File: config.mk
export PLATFORM = sky130hd
export DESIGN_NAME = mem_bus_arbiter_flat
export DESIGN_NICKNAME = d
export VERILOG_FILES = /design/src/rtl/mem_bus_arbiter_if.sv /design/src/rtl/mem_bus_arbiter.sv /design/src/flat_wrapper.sv
export SDC_FILE = /design/constraint.sdc
export NUM_CORES = 1
export LEC_CHECK = 0
export BUFFER_PORTS_ARGS = -buffer_cell sky130_fd_sc_hd__buf_2
export CAP_MARGIN = 40
export CORE_AREA = 2 2 207 209
export DETAILED_ROUTE_END_ITERATION = 8
export DIE_AREA = 0 0 209 211
export SYNTH_ARGS = -nofsm -noshare
export SYNTH_HDL_FRONTEND = slang
export SYNTH_SLANG_ARGS = --single-unit
export TNS_END_PERCENT = 30
File: constraint.sdc
create_clock -name clk -period 2.1 [get_ports clk]
set_input_delay 0.525 -clock clk [delete_from_list [all_inputs] [get_ports clk]]
set_output_delay 0.525 -clock clk [all_outputs]
set_load 0.02 [all_outputs]
File: src/rtl/mem_bus_arbiter_if.sv
// Bundle of the fetch, load/store and system-bus signals around mem_bus_arbiter.
// The master modport is the arbiter's view; slave is the requesters' and memory's view.
interface mem_bus_arbiter_if #(
    parameter int unsigned ADDR_W = 64,
    parameter int unsigned DATA_W = 64
);
    logic              if_req;
    logic [ADDR_W-1:0] if_addr;
    logic              if_gnt;
    logic              if_resp_valid;
    logic [DATA_W-1:0] if_resp_data;
    logic              if_done;

    logic              d_req;
    logic [ADDR_W-1:0] d_addr;
    logic              d_write;
    logic [DATA_W-1:0] d_wdata;
    logic [2:0]        d_size;
    logic              d_gnt;
    logic              d_resp_valid;
    logic [DATA_W-1:0] d_resp_data;
    logic              d_done;

    logic              bus_req;
    logic [ADDR_W-1:0] bus_addr;
    logic              bus_write;
    logic [DATA_W-1:0] bus_wdata;
    logic [2:0]        bus_size;
    logic              bus_ack;
    logic              bus_resp_valid;
    logic [DATA_W-1:0] bus_resp_data;
    logic              bus_resp_ack;

    modport master (
        input  if_req, if_addr,
        output if_gnt, if_resp_valid, if_resp_data, if_done,
        input  d_req, d_addr, d_write, d_wdata, d_size,
        output d_gnt, d_resp_valid, d_resp_data, d_done,
        output bus_req, bus_addr, bus_write, bus_wdata, bus_size,
        input  bus_ack, bus_resp_valid, bus_resp_data,
        output bus_resp_ack
    );

    modport slave (
        output if_req, if_addr,
        input  if_gnt, if_resp_valid, if_resp_data, if_done,
        output d_req, d_addr, d_write, d_wdata, d_size,
        input  d_gnt, d_resp_valid, d_resp_data, d_done,
        input  bus_req, bus_addr, bus_write, bus_wdata, bus_size,
        output bus_ack, bus_resp_valid, bus_resp_data,
        input  bus_resp_ack
    );
endinterface

File: src/rtl/mem_bus_arbiter.sv
// Round-robin sharing of the single memory port between instruction fetch and
// load/store: one transaction at a time (arbitrate, issue, collect beats, complete).
module mem_bus_arbiter #(
    parameter int unsigned ADDR_W = 64,
    parameter int unsigned DATA_W = 64,
    parameter int unsigned BEATS  = 8
) (
    input logic               clk,
    input logic               reset,
    mem_bus_arbiter_if.master io_mb
);
    localparam logic [2:0] IDLE   = 3'd0;
    localparam logic [2:0] REQ_I  = 3'd1;
    localparam logic [2:0] REQ_D  = 3'd2;
    localparam logic [2:0] RESP_I = 3'd3;
    localparam logic [2:0] RESP_D = 3'd4;

    localparam logic [2:0] MEM_DOUBLE = 3'd3;

    localparam int unsigned      CNT_W    = (BEATS > 1) ? $clog2(BEATS) : 1;
    localparam logic [CNT_W-1:0] LAST_CNT = CNT_W'(BEATS - 1);

    logic [2:0]        r_state;
    logic              r_last_d;
    logic [CNT_W-1:0]  r_cnt;

    logic              r_bus_req;
    logic [ADDR_W-1:0] r_bus_addr;
    logic              r_bus_write;
    logic [DATA_W-1:0] r_bus_wdata;
    logic [2:0]        r_bus_size;

    logic              r_if_gnt;
    logic              r_if_rv;
    logic [DATA_W-1:0] r_if_rdata;
    logic              r_if_done;
    logic              r_d_gnt;
    logic              r_d_rv;
    logic [DATA_W-1:0] r_d_rdata;
    logic              r_d_done;

    logic              w_in_resp;
    logic              w_last_beat;
    logic              w_pick_d;

    assign w_in_resp   = (r_state == RESP_I) || (r_state == RESP_D);
    assign w_last_beat = (r_cnt == LAST_CNT);
    // Data wins when alone, or on a tie when fetch was the last one served.
    assign w_pick_d    = io_mb.d_req && (!io_mb.if_req || !r_last_d);

    always_ff @(posedge clk) begin
        if (!reset) begin
            r_state     <= IDLE;
            r_last_d    <= 1'b0;
            r_cnt       <= '0;
            r_bus_req   <= 1'b0;
            r_bus_addr  <= '0;
            r_bus_write <= 1'b0;
            r_bus_wdata <= '0;
            r_bus_size  <= '0;
            r_if_gnt    <= 1'b0;
            r_if_rv     <= 1'b0;
            r_if_rdata  <= '0;
            r_if_done   <= 1'b0;
            r_d_gnt     <= 1'b0;
            r_d_rv      <= 1'b0;
            r_d_rdata   <= '0;
            r_d_done    <= 1'b0;
        end else begin
            r_if_gnt  <= 1'b0;
            r_if_rv   <= 1'b0;
            r_if_done <= 1'b0;
            r_d_gnt   <= 1'b0;
            r_d_rv    <= 1'b0;
            r_d_done  <= 1'b0;

            case (r_state)
                IDLE: begin
                    if (w_pick_d) begin
                        r_bus_req   <= 1'b1;
                        r_bus_addr  <= io_mb.d_addr;
                        r_bus_write <= io_mb.d_write;
                        r_bus_wdata <= io_mb.d_wdata;
                        r_bus_size  <= io_mb.d_size;
                        r_last_d    <= 1'b1;
                        r_state     <= REQ_D;
                    end else if (io_mb.if_req) begin
                        r_bus_req   <= 1'b1;
                        r_bus_addr  <= io_mb.if_addr;
                        r_bus_write <= 1'b0;
                        r_bus_wdata <= '0;
                        r_bus_size  <= MEM_DOUBLE;
                        r_last_d    <= 1'b0;
                        r_state     <= REQ_I;
                    end
                end
                REQ_I: begin
                    if (io_mb.bus_ack) begin
                        r_bus_req <= 1'b0;
                        r_if_gnt  <= 1'b1;
                        r_cnt     <= '0;
                        r_state   <= RESP_I;
                    end
                end
                REQ_D: begin
                    if (io_mb.bus_ack) begin
                        r_bus_req <= 1'b0;
                        r_d_gnt   <= 1'b1;
                        // Stores carry no response beats and complete on acceptance.
                        if (r_bus_write) begin
                            r_d_done <= 1'b1;
                            r_state  <= IDLE;
                        end else begin
                            r_cnt    <= '0;
                            r_state  <= RESP_D;
                        end
                    end
                end
                RESP_I: begin
                    if (io_mb.bus_resp_valid) begin
                        r_if_rv    <= 1'b1;
                        r_if_rdata <= io_mb.bus_resp_data;
                        if (w_last_beat) begin
                            r_if_done <= 1'b1;
                            r_state   <= IDLE;
                        end else begin
                            r_cnt <= r_cnt + 1'b1;
                        end
                    end
                end
                RESP_D: begin
                    if (io_mb.bus_resp_valid) begin
                        r_d_rv    <= 1'b1;
                        r_d_rdata <= io_mb.bus_resp_data;
                        if (w_last_beat) begin
                            r_d_done <= 1'b1;
                            r_state  <= IDLE;
                        end else begin
                            r_cnt <= r_cnt + 1'b1;
                        end
                    end
                end
                default: r_state <= IDLE;
            endcase
        end
    end

    assign io_mb.bus_resp_ack  = w_in_resp && io_mb.bus_resp_valid;

    assign io_mb.bus_req       = r_bus_req;
    assign io_mb.bus_addr      = r_bus_addr;
    assign io_mb.bus_write     = r_bus_write;
    assign io_mb.bus_wdata     = r_bus_wdata;
    assign io_mb.bus_size      = r_bus_size;

    assign io_mb.if_gnt        = r_if_gnt;
    assign io_mb.if_resp_valid = r_if_rv;
    assign io_mb.if_resp_data  = r_if_rdata;
    assign io_mb.if_done       = r_if_done;
    assign io_mb.d_gnt         = r_d_gnt;
    assign io_mb.d_resp_valid  = r_d_rv;
    assign io_mb.d_resp_data   = r_d_rdata;
    assign io_mb.d_done        = r_d_done;
endmodule

File: src/flat_wrapper.sv
// flat-port wrapper written by rule: the top's interface ports become plain ports
module mem_bus_arbiter_flat 
#(
    parameter int unsigned ADDR_W = 64,
    parameter int unsigned DATA_W = 64,
    parameter int unsigned BEATS  = 8
)
  (clk, reset, io_mb_if_req, io_mb_if_addr, io_mb_if_gnt, io_mb_if_resp_valid, io_mb_if_resp_data, io_mb_if_done, io_mb_d_req, io_mb_d_addr, io_mb_d_write, io_mb_d_wdata, io_mb_d_size, io_mb_d_gnt, io_mb_d_resp_valid, io_mb_d_resp_data, io_mb_d_done, io_mb_bus_req, io_mb_bus_addr, io_mb_bus_write, io_mb_bus_wdata, io_mb_bus_size, io_mb_bus_ack, io_mb_bus_resp_valid, io_mb_bus_resp_data, io_mb_bus_resp_ack);
  mem_bus_arbiter_if #(.ADDR_W(ADDR_W), .DATA_W(DATA_W)) io_mb_i ();
  input logic clk;
  input logic reset;
  input wire logic [$bits(io_mb_i.if_req)-1:0] io_mb_if_req;
  input wire logic [$bits(io_mb_i.if_addr)-1:0] io_mb_if_addr;
  output wire logic [$bits(io_mb_i.if_gnt)-1:0] io_mb_if_gnt;
  output wire logic [$bits(io_mb_i.if_resp_valid)-1:0] io_mb_if_resp_valid;
  output wire logic [$bits(io_mb_i.if_resp_data)-1:0] io_mb_if_resp_data;
  output wire logic [$bits(io_mb_i.if_done)-1:0] io_mb_if_done;
  input wire logic [$bits(io_mb_i.d_req)-1:0] io_mb_d_req;
  input wire logic [$bits(io_mb_i.d_addr)-1:0] io_mb_d_addr;
  input wire logic [$bits(io_mb_i.d_write)-1:0] io_mb_d_write;
  input wire logic [$bits(io_mb_i.d_wdata)-1:0] io_mb_d_wdata;
  input wire logic [$bits(io_mb_i.d_size)-1:0] io_mb_d_size;
  output wire logic [$bits(io_mb_i.d_gnt)-1:0] io_mb_d_gnt;
  output wire logic [$bits(io_mb_i.d_resp_valid)-1:0] io_mb_d_resp_valid;
  output wire logic [$bits(io_mb_i.d_resp_data)-1:0] io_mb_d_resp_data;
  output wire logic [$bits(io_mb_i.d_done)-1:0] io_mb_d_done;
  output wire logic [$bits(io_mb_i.bus_req)-1:0] io_mb_bus_req;
  output wire logic [$bits(io_mb_i.bus_addr)-1:0] io_mb_bus_addr;
  output wire logic [$bits(io_mb_i.bus_write)-1:0] io_mb_bus_write;
  output wire logic [$bits(io_mb_i.bus_wdata)-1:0] io_mb_bus_wdata;
  output wire logic [$bits(io_mb_i.bus_size)-1:0] io_mb_bus_size;
  input wire logic [$bits(io_mb_i.bus_ack)-1:0] io_mb_bus_ack;
  input wire logic [$bits(io_mb_i.bus_resp_valid)-1:0] io_mb_bus_resp_valid;
  input wire logic [$bits(io_mb_i.bus_resp_data)-1:0] io_mb_bus_resp_data;
  output wire logic [$bits(io_mb_i.bus_resp_ack)-1:0] io_mb_bus_resp_ack;
  assign io_mb_i.if_req = io_mb_if_req;
  assign io_mb_i.if_addr = io_mb_if_addr;
  assign io_mb_if_gnt = io_mb_i.if_gnt;
  assign io_mb_if_resp_valid = io_mb_i.if_resp_valid;
  assign io_mb_if_resp_data = io_mb_i.if_resp_data;
  assign io_mb_if_done = io_mb_i.if_done;
  assign io_mb_i.d_req = io_mb_d_req;
  assign io_mb_i.d_addr = io_mb_d_addr;
  assign io_mb_i.d_write = io_mb_d_write;
  assign io_mb_i.d_wdata = io_mb_d_wdata;
  assign io_mb_i.d_size = io_mb_d_size;
  assign io_mb_d_gnt = io_mb_i.d_gnt;
  assign io_mb_d_resp_valid = io_mb_i.d_resp_valid;
  assign io_mb_d_resp_data = io_mb_i.d_resp_data;
  assign io_mb_d_done = io_mb_i.d_done;
  assign io_mb_bus_req = io_mb_i.bus_req;
  assign io_mb_bus_addr = io_mb_i.bus_addr;
  assign io_mb_bus_write = io_mb_i.bus_write;
  assign io_mb_bus_wdata = io_mb_i.bus_wdata;
  assign io_mb_bus_size = io_mb_i.bus_size;
  assign io_mb_i.bus_ack = io_mb_bus_ack;
  assign io_mb_i.bus_resp_valid = io_mb_bus_resp_valid;
  assign io_mb_i.bus_resp_data = io_mb_bus_resp_data;
  assign io_mb_bus_resp_ack = io_mb_i.bus_resp_ack;
  mem_bus_arbiter #(.ADDR_W(ADDR_W), .DATA_W(DATA_W), .BEATS(BEATS)) u_core (.clk(clk), .reset(reset), .io_mb(io_mb_i));
endmodule
==> results of run 1 <==
[critical path: stages (launching register included)]
cell and delay (ns):
dfxtp_4 0.34, or3b_4 0.41, o21ai_4 0.08, and2_4 0.18
buf_6 0.12
[stage by stage]
step                      cells  setup TNS, ns  utilization
after floorplan            1148              0            -
after global placement     2160              0        0.339
after detailed placement   2160              0        0.339
after CTS                  2230         -0.114        0.371
after global routing       2235         -0.150        0.372
final                      2235        -0.0701        0.372
[routing by layer]
| layer | up-vias | routed length, um | track usage |
|---|---|---|---|
| li1 | 4952 | - | - |
| met1 | 4707 | 15300 | 0.181 |
| met2 | 392 | 18000 | 0.275 |
| met3 | 66 | 2670 | 0.0507 |
| met4 | 2 | 878 | 0.0493 |
| met5 | - | 13 | 0 |
[how the worst max path moves through the flow]
stage / cells past startpoint / end / slack [ns]
after global placement: 4 / io_mb_bus_resp_ack / 0.17
after floorplan: 4 / io_mb_bus_resp_ack / 0.36
after detailed placement: 4 / io_mb_bus_resp_ack / 0.16
after global routing: 4 / io_mb_bus_resp_ack / -0.15
final: 4 / io_mb_bus_resp_ack / -0.07
after CTS: 4 / io_mb_bus_resp_ack / -0.11
[cell type report]
cell class | instances | share of cell area
flip-flops and latches | 274 | 0.354
multi-input cells | 774 | 0.312
repair buffers | 580 | 0.209
clock buffers | 51 | 0.0682
well taps | 539 | 0.0434
clock inverters | 11 | 0.0116
inverters | 3 | 0.000725
diodes | 3 | 0.000484
[cells in the final DEF (no fill, tap or decap), types with 2 or more instances in the layout]
cell type and instances:
buf_2 531, nand2_1 329, dfxtp_1 271, a21boi_0 100
nor2b_1 70, mux2i_1 67, a22oi_1 66, o211a_1 65
clkbuf_16 38, a21boi_1 31, buf_4 30, buf_12 16
clkbuf_8 8, clkinv_2 6, clkbuf_1 6, nor2_1 5
bufinv_16 5, diode_2 3, nand3_1 3, dfxtp_4 3
o21ai_4 2, o221a_2 2, inv_1 2, and3_2 2
nand3_2 2, o21ai_0 2, a21oi_1 2, and2_1 2
ha_1 2, buf_6 2
[what timing repair did]
action | in CTS | in global routing
pin swaps | 1 | 1
buffers inserted | 8 | 1
gates cloned | 0 | 1
resized for setup | 11 | 1
setup endpoints to repair | 1 | 81
[power groups by stage]
stage          sequential, mW  clock [mW]  combinational (mW)
6_report                 6.81        6.36                6.85
5_1_grt                  6.92        6.75                7.44
4_1_cts                  6.81        6.55                6.79
3_5_place_dp             6.93           0                6.61
3_3_place_gp             6.90           0                6.53
2_1_floorplan            8.09           0                3.04
[logic make-up after synthesis]
kind of cell / Yosys count / synth area share
AND/OR/NAND/NOR: 426 / 0.171
flip-flops: 274 / 0.510
AO/OA/AOI/OAI: 279 / 0.210
buffers and inverters: 100 / 0.0452
multiplexers: 67 / 0.0623
adder cells (fa/ha/maj): 2 / 0.00232
[flip-flops by register name, summed over array words and instances (netlist names)]
register / flops
u_core.io_mb.d_done: 1
u_core.io_mb.if_done: 1
u_core.io_mb.if_resp_valid: 1
u_core.io_mb.d_resp_data: 64
u_core.io_mb.d_gnt: 1
u_core.r_state: 3
u_core.r_cnt: 3
u_core.io_mb.bus_wdata: 64
u_core.io_mb.bus_req: 1
u_core.r_last_d: 1
u_core.io_mb.bus_write: 1
u_core.io_mb.if_gnt: 1
u_core.io_mb.d_resp_valid: 1
u_core.io_mb.if_resp_data: 64
u_core.io_mb.bus_size: 3
u_core.io_mb.bus_addr: 64
==> run metrics, run 1 <==
status complete, but fails checks; failing checks negative setup slack; Tmin final between 2 and 2.5 ns; synth cell count leaders 329 x nand2_1, 274 x dfxtp_1, 100 x a21boi_0; via count 10100; CTS Hold Bufs 0; Post-route DRC 0; Crit. End Element output pin; Critical Path Source Type register; clock network fraction of total power 0.318; Synth area leader dfxtp_1; Die ar. 0.0441 mm^2; Post-synth ARST share 0; CP required 1.57 ns; Tightest Pin Transition 0.484 ns; Hold EP u_core.io_mb.d_resp_data[32]; initial core utilization 0.258; reg2reg end u_core.io_mb.bus_addr[14]; crit-path max FO 2; unrepaired setup endpoints after global routing true; Seq pwr share 0.340; Hold Startpoint io_mb_bus_resp_data[32]; P_sw around 7.0 mW; Finished Cell Area roughly 0.016 mm^2; Critical Path AT 1.65 ns; final wirelength about 37 mm; area grow syn2layout 44.2%; TritonRoute pass-1 iters 4; Yosys reg bits 274; Power Total 20.0 mW; max-slew violation count 0; global route total overflow 0; CTS clk-pin slew, worst paths about 0.06 ns; most common cell in the netlist nand2_1; cts bufs inserted 34; Crit Path Class reg2out; vias in the first global route 10000; TritonCTS clock tree done; CTS Sinks approximately 270; Buffers on Ports 533; row cnt 75; logic gate share of total power 0.342; Pleak 7.62 nW; ranking of synthesized cells by area dfxtp_1 51%, nand2_1 11%, a21boi_0 7.0%, mux2i_1 6.2%, o211a_1 6.0%; worst vdd ir 657 uV; multi-input combinational cell area around 0.0048 mm^2; Placer Congestion around 0.79; Final Worst Setup Slack -0.0701 ns; initial antenna violation count 8; Net Sw Frac 0.352; WL/cell 16.5 um; Antenna Nets Post-Route 0; pwr/cell area 1290 mW/mm^2; all-layer global routing usage 0.157; fillers 4292; CTS root buf clkbuf_16; die width 209 um; Fin Hold WS ~0.25 ns; final setup violation count 1; Layout Skew 0.0150 ns; final hold vios 0; # nets final 1935; register area 0.00550 mm^2; Critical Path Start u_core.r_state[1]; Unique masters post-synth 41; Final period util 1.03; Core Area 0.0418 mm^2; Hold Crit Class in2reg; Post-Syn Instances 1148; flop-to-flop setup slack 0.14 ns; post-DP HPWL 26.8 mm; DP Worst Slack around 0.16 ns; first-pass GRT wire length 55.0 mm; largest net degree at the start of global routing 68; # Max-Cap Violations 0; EDFF count, synth 0; Synthesis Warnings 0; post-synthesis sequential area ratio 0.510; Skew-Pair Late Insertion Delay 0.52 ns; Min-Delay Path Depth 3; ys flop type dfxtp_1; Avg Inst Size Synth 9.38 um^2; Ports 534; H-tree lvl count 2; Max Freq around 460 MHz; via density per instance 4.53; Rel. slew slack 0.676; layout cell share with drive strength beyond 1 0.388; R2R Path Start u_core.r_state[1]; area post-placement around 0.014 mm^2; P_int 13.0 mW; initial DRC count approximately 450; Syn Nets 1416; worst reg2reg path depth 8; area share of the leading cell type in the synthesized netlist 0.510; Clock Tree Buf Depth 3; Die Y ~210 um; cell area after synthesis roughly 0.011 mm^2
(Power assumes the default switching activity.)
==> inputs of run 2 (changes only) <==
- PLACE_DENSITY: unset -> 0.59
- clock period: 2.1 -> 2.31 ns (I/O delays scaled with it)
==> run 2 against run 1 <==
Against the previous run:
- the flow now finishes without violations
- clock power is 22% lower
- routed wire length down 2.3%
- cell count down 1.3%
- register-to-register slack better by 0.33 ns
- non-clock buffer count fell by 19
- via count fell by 2.5%
- combinational power down 15%
- die area did not move
- worst setup slack gained 0.14 ns
- clock skew shrank 0.0076 ns
- worst hold slack improved by 0.054 ns
- critical path type unchanged
==> run metrics, run 2 (synthesis gave the netlist of run 1 again) <==
unrepaired setup endpoints after global routing false (was true); reg2reg end u_core.io_mb.bus_addr[4] (was u_core.io_mb.bus_addr[14]); Layout Skew 0.00742 ns (was 0.0150 ns); cts bufs inserted 34 (unchanged); H-tree lvl count 2 (unchanged); final setup violation count 0 (was 1); max-slew violation count 0 (unchanged); first-pass GRT wire length 54.6 mm (was 55.0 mm); Placer Congestion 0.796 (was 0.787); largest net degree at the start of global routing 69 (was 68); fillers 4323 (was 4292); CTS Sinks 274 (unchanged); Buffers on Ports 533 (unchanged); layout cell share with drive strength beyond 1 0.376 (was 0.388); highest-count cells in the layout ignoring fill and taps 531 x buf_2, 329 x nand2_1, 272 x dfxtp_1, 100 x a21boi_0, 70 x nor2b_1 (was 531 x buf_2, 329 x nand2_1, 271 x dfxtp_1, 100 x a21boi_0, 70 x nor2b_1); flop-to-flop setup slack 0.47 ns (was 0.14 ns); status complete, no violations (was complete, but fails checks); Die Y 211 um (unchanged); Crit. End Element output pin (unchanged); Max Freq approximately 450 MHz; initial antenna violation count 4 (was 8); Critical Path Start u_core.r_state[0] (was u_core.r_state[1]); Post-route DRC 0 (unchanged); Skew-Pair Late Insertion Delay 0.52 ns (about the same); Final period util 0.968; Antenna Nets Post-Route 0 (unchanged); initial DRC count 438 (was 454); vias in the first global route 9666 (was 10000); Min-Delay Path Depth 3 (unchanged); worst setup path endpoint io_mb_bus_resp_ack (unchanged); Crit Path Class reg2out (unchanged); R2R Path Start u_core.r_state[2] (was u_core.r_state[1]); # nets final 1916 (was 1935); CTS root buf clkbuf_16 (unchanged); via density per instance 4.47 (was 4.53); initial core utilization 0.258 (unchanged); post-DP HPWL 26.3 mm (was 26.8 mm); final wirelength 35.9 mm (was 36.8 mm); row cnt 75 (unchanged); Tmin final roughly 2.2 ns; via count 9867 (was 10100); Critical Path AT 1.66 ns (was 1.65 ns); sum of negative setup slack 0 ns (was -0.0701 ns); # Max-Cap Violations 0 (unchanged); commonest non-fill, non-tap cell in the layout buf_2 (unchanged); Clock Tree Buf Depth 3 (unchanged); Core Util, Final 0.362 (was 0.372); worst reg2reg path depth 6 (was 8); Pleak 7.40 nW (was 7.62 nW); pwr/cell area 1130 mW/mm^2 (was 1290 mW/mm^2); final hold vios 0 (unchanged); TritonRoute pass-1 iters 4 (unchanged); WL/cell 16.3 um (was 16.5 um); Fin Hold WS 0.307 ns (was 0.253 ns); global route total overflow 0 (unchanged); Power Total 17.0 mW (was 20.0 mW); CP required 1.73 ns (was 1.57 ns); crit-path max FO 11 (was 2); all-layer global routing usage 0.157 (about the same); Die ar. 0.0441 mm^2 (unchanged); worst vdd ir 644 uV (was 657 uV); Core Area 0.0418 mm^2 (unchanged); CTS clk-pin slew, worst paths 0.05 ns (was 0.06 ns); Tightest Pin Transition 0.403 ns (was 0.484 ns); area grow syn2layout 40.3% (was 44.2%); Hold Crit Class in2reg (unchanged); Ports 534 (unchanged); TritonCTS clock tree done (unchanged); Rel. slew slack 0.730 (was 0.676); Critical Path Source Type register (unchanged); die width 209 um (unchanged)
[run 2: changes by cell type in the layout (fill, tap and decap cells not counted), sizes merged]
| cell | change |
|---|---|
| buf | -18 |
| bufinv | -5 |
| clkbuf | -3 |
| clkinv | -3 |
| diode | -2 |
| inv | +2 |
[run 2: final cells by class]
cell class                      count  area, um^2  area share
Clock inverter                      5        32.5     0.00215
Timing Repair Buffer              561        3060       0.203
Tap cell                          539         674      0.0447
Clock buffer                       49         988      0.0655
Sequential cell                   274        5490       0.364
Inverter                            3        11.3    0.000746
Multi-Input combinational cell    774        4840       0.320
Antenna cell                        1        2.50    0.000166
[run 2: worst min-delay path by stage]
stage	slack (ns)	endpoint	from
floorplan	0.44	u_core.r_cnt[1]	u_core.r_cnt[1]
global placement	0.44	u_core.io_mb.d_resp_data[35]	u_core.io_mb.d_resp_data[35]
detailed placement	0.44	u_core.io_mb.d_resp_data[48]	u_core.io_mb.d_resp_data[48]
CTS	0.26	u_core.io_mb.d_resp_data[38]	io_mb_bus_resp_data[38]
global route	0.27	u_core.io_mb.if_resp_data[62]	io_mb_bus_resp_data[62]
finish	0.31	u_core.io_mb.d_resp_data[38]	io_mb_bus_resp_data[38]
[run 2: per-stage QoR]
stage | std cells | setup WS, ns | instance area (um^2)
2_1_floorplan | 1148 | 0.521 | 10800
3_3_place_gp | 2150 | 0.326 | 14000
3_5_place_dp | 2150 | 0.294 | 14000
4_1_cts | 2205 | 0.0241 | 15100
5_1_grt | 2206 | 0.00130 | 15100
6_report | 2206 | 0.0747 | 15100
[run 2: per-layer routing]
layer,vias up,global-route usage,share of wire
met1,4519,0.178,0.40
met5,-,0,0.00064
met2,366,0.270,0.48
li1,4908,-,-
met3,70,0.0569,0.079
met4,4,0.0599,0.032
[run 2: where the power goes]
| part | internal, mW | switching, mW | total [mW] |
|---|---|---|---|
| combinational | 2.16 | 3.69 | 5.85 |
| sequential | 5.69 | 0.532 | 6.23 |
| clock | 2.95 | 1.98 | 4.94 |
[run 2: worst max-delay path: stages, from the launching register on]
cell	delay, ns
dfxtp_4	0.38
or3b_4	0.42
o21ai_4	0.07
and2_1	0.13
buf_4	0.14
[run 2: what timing repair did]
action	in CTS	in global routing
hold buffers	0	0
setup endpoints to repair	1	0
setup buffers	1	0
resized for setup	6	0
==> inputs of run 3 (changes only) <==
- CORE_AREA: 2 2 207 209 -> 2 2 209 211
- CTS_CLUSTER_DIAMETER: unset -> 40
- DIE_AREA: 0 0 209 211 -> 0 0 211 213
- PLACE_DENSITY: 0.59 -> 0.58
- SKIP_LAST_GASP: unset -> 1
==> run 3 against run 2 <==
Against the previous run:
- first-iteration DRC count increased by 37%
- routed wire length increased by 1.4%
- core utilization up 0.82 points
- clock skew is 0.0050 ns higher
- die area up 1.9%
- via count up 2.9%
- critical path depth unchanged
- global-route usage decreased by 0.28 points
- critical path type unchanged
- largest cell class unchanged
==> run metrics, run 3 (synthesis gave the netlist of run 1 again) <==
# Max-Cap Violations 0 (unchanged); Placer Congestion 0.772 (was 0.796); first-pass GRT wire length 54.5 mm (was 54.6 mm); global route total overflow 0 (unchanged); final hold vios 0 (unchanged); Critical Path Start u_core.r_state[1] (was u_core.r_state[0]); logic gate share of total power 0.302 (was 0.344); slowest CP cell or3b_1 (was or3b_4); layout cell share with drive strength beyond 1 0.390 (was 0.376); Tmin final 2.23 ns (was 2.24 ns); critical path's largest stage delay 0.38 ns (was 0.42 ns); final wirelength 36.5 mm (was 35.9 mm); Crit Path Class reg2out (unchanged); register area 0.00549 mm^2 (about the same); Die ar. 0.0449 mm^2 (was 0.0441 mm^2); largest net degree at the start of global routing 90 (was 69); sum of negative setup slack 0 ns (unchanged); final setup violation count 0 (unchanged); P_sw 6.85 mW (was 6.20 mW); H-tree lvl count 2 (unchanged); Net Sw Frac 0.350 (was 0.365); via count 10200 (was 9867); unrepaired setup endpoints after global routing true (was false); P_int 12.7 mW (was 10.8 mW); Critical Path AT 1.66 ns (about the same); initial antenna violation count 6 (was 4); Post-route DRC 0 (unchanged); Layout Skew 0.0124 ns (was 0.00742 ns); post-DP HPWL 26.4 mm (was 26.3 mm); CTS clk-pin slew, worst paths 0.05 ns (about the same); # nets final 1928 (was 1916); TritonRoute pass-1 iters 5 (was 4); Skew-Pair Late Insertion Delay 0.55 ns (was 0.52 ns); CP required 1.73 ns (about the same); Crit. End Element output pin (unchanged); crit-path max FO 6 (was 11); highest-count cells in the layout ignoring fill and taps 531 x buf_2, 329 x nand2_1, 272 x dfxtp_1, 100 x a21boi_0, 70 x nor2b_1 (unchanged); Max Freq 448 MHz (was 447 MHz); area grow syn2layout 46.7% (was 40.3%); fillers 4400 (was 4323); max-slew violation count 0 (unchanged); CTS Sinks 274 (unchanged); Ports 534 (unchanged); Buffers on Ports 533 (unchanged); Antenna Nets Post-Route 0 (unchanged); Hold Startpoint io_mb_bus_resp_data[39] (was io_mb_bus_resp_data[38]); worst vdd ir 920 uV (was 644 uV); crit-path cells or3b_1 -> o21ai_2 -> and2_4 -> buf_6 (was or3b_4 -> o21ai_4 -> and2_1 -> buf_4); die width 211 um (was 209 um); Rel. slew slack 0.616 (was 0.730); clock network fraction of total power 0.380 (was 0.290); commonest non-fill, non-tap cell in the layout buf_2 (unchanged); CTS root buf clkbuf_16 (unchanged); Final period util 0.967 (was 0.968); cts bufs inserted 49 (was 34); Pleak 7.71 nW (was 7.40 nW); Core Util, Final 0.370 (was 0.362); vias in the first global route 9676 (was 9666); Fin Hold WS 0.268 ns (was 0.307 ns); TritonCTS clock tree done (unchanged); pwr/cell area 1240 mW/mm^2 (was 1130 mW/mm^2); Hold Crit Class in2reg (unchanged); Die Y 213 um (was 211 um); row cnt 76 (was 75); R2R Path Start u_core.r_state[1] (was u_core.r_state[2]); Tightest Pin Transition 0.573 ns (was 0.403 ns); via density per instance 4.52 (was 4.47); Power Total 19.5 mW (was 17.0 mW); WL/cell 16.2 um (was 16.3 um); Clock Tree Buf Depth 3 (unchanged); Seq pwr share 0.318 (was 0.366); initial core utilization 0.252 (was 0.258); Core Area 0.0427 mm^2 (was 0.0418 mm^2); all-layer global routing usage 0.154 (was 0.157); Critical Path Source Type register (unchanged); status complete, no violations (unchanged); initial DRC count 598 (was 438); multi-input combinational cell area 0.00483 mm^2 (was 0.00484 mm^2)
==> run 3: changes by cell type in the layout (fill, tap and decap cells not counted), sizes merged <==
cell | previous run | this run
buf | 561 | 558
clkinv | 3 | 13
clkinvlp | 0 | 5
diode | 1 | 3
bufinv | 0 | 6
inv | 5 | 13
clkbuf | 49 | 56
==> run 3: stage by stage <==
step | setup slack, ns | cells | area (um^2)
2_1_floorplan | 0.521 | 1148 | 10800
3_3_place_gp | 0.313 | 2152 | 14000
3_5_place_dp | 0.235 | 2152 | 14000
4_1_cts | 0.000269 | 2242 | 15700
5_1_grt | -0.00514 | 2247 | 15800
6_report | 0.0757 | 2248 | 15800
==> run 3: worst max-delay path, delay by kind of cell (launching register included) <==
kind | cells | cell delay, ns
AND/OR/NAND/NOR | 2 | 0.56
AO/OA/AOI/OAI | 1 | 0.08
flip-flops | 1 | 0.35
buffers and inverters | 1 | 0.12
==> run 3: routing by layer <==
layer | track usage | routed length (um)
met4 | 0.0593 | 1070
met5 | 0 | 13
met3 | 0.0565 | 3010
met2 | 0.266 | 17800
met1 | 0.173 | 14600
==> run 3: power groups by stage <==
| stage | sequential [mW] | clock, mW | combinational (mW) |
|---|---|---|---|
| final | 6.21 | 7.43 | 5.91 |
| after global routing | 6.33 | 7.86 | 6.42 |
| after CTS | 6.22 | 7.64 | 5.94 |
| after detailed placement | 6.29 | 0 | 5.92 |
| after global placement | 6.26 | 0 | 5.83 |
| after floorplan | 7.35 | 0 | 2.76 |
==> run 3: worst paths after layout <==
kind,end,slack (ns),cells after the start
worst max-delay path,io_mb_bus_resp_ack,0.08,4
worst min-delay path,u_core.io_mb.d_resp_data[39],0.27,3
worst max register to register,u_core.io_mb.bus_wdata[63],0.29,7
worst min register to register,u_core.io_mb.if_resp_data[46],0.45,2
==> run 3: final cells by class <==
| type | count | area share |
|---|---|---|
| antenna | 3 | 0.000476 |
| clock buffer | 56 | 0.0827 |
| clock inverter | 34 | 0.0262 |
| inverter | 3 | 0.000713 |
| multi-input combinational | 774 | 0.306 |
| sequential | 274 | 0.348 |
| tap | 546 | 0.0433 |
| timing repair buffer | 558 | 0.193 |
==> run 3: what timing repair did <==
| item | CTS | global route |
|---|---|---|
| buffers inserted | 0 | 3 |
| pin swaps | 0 | 1 |
| hold buffers | 0 | 0 |
| setup endpoints to repair | 1 | 1 |
| resized for setup | 4 | 3 |
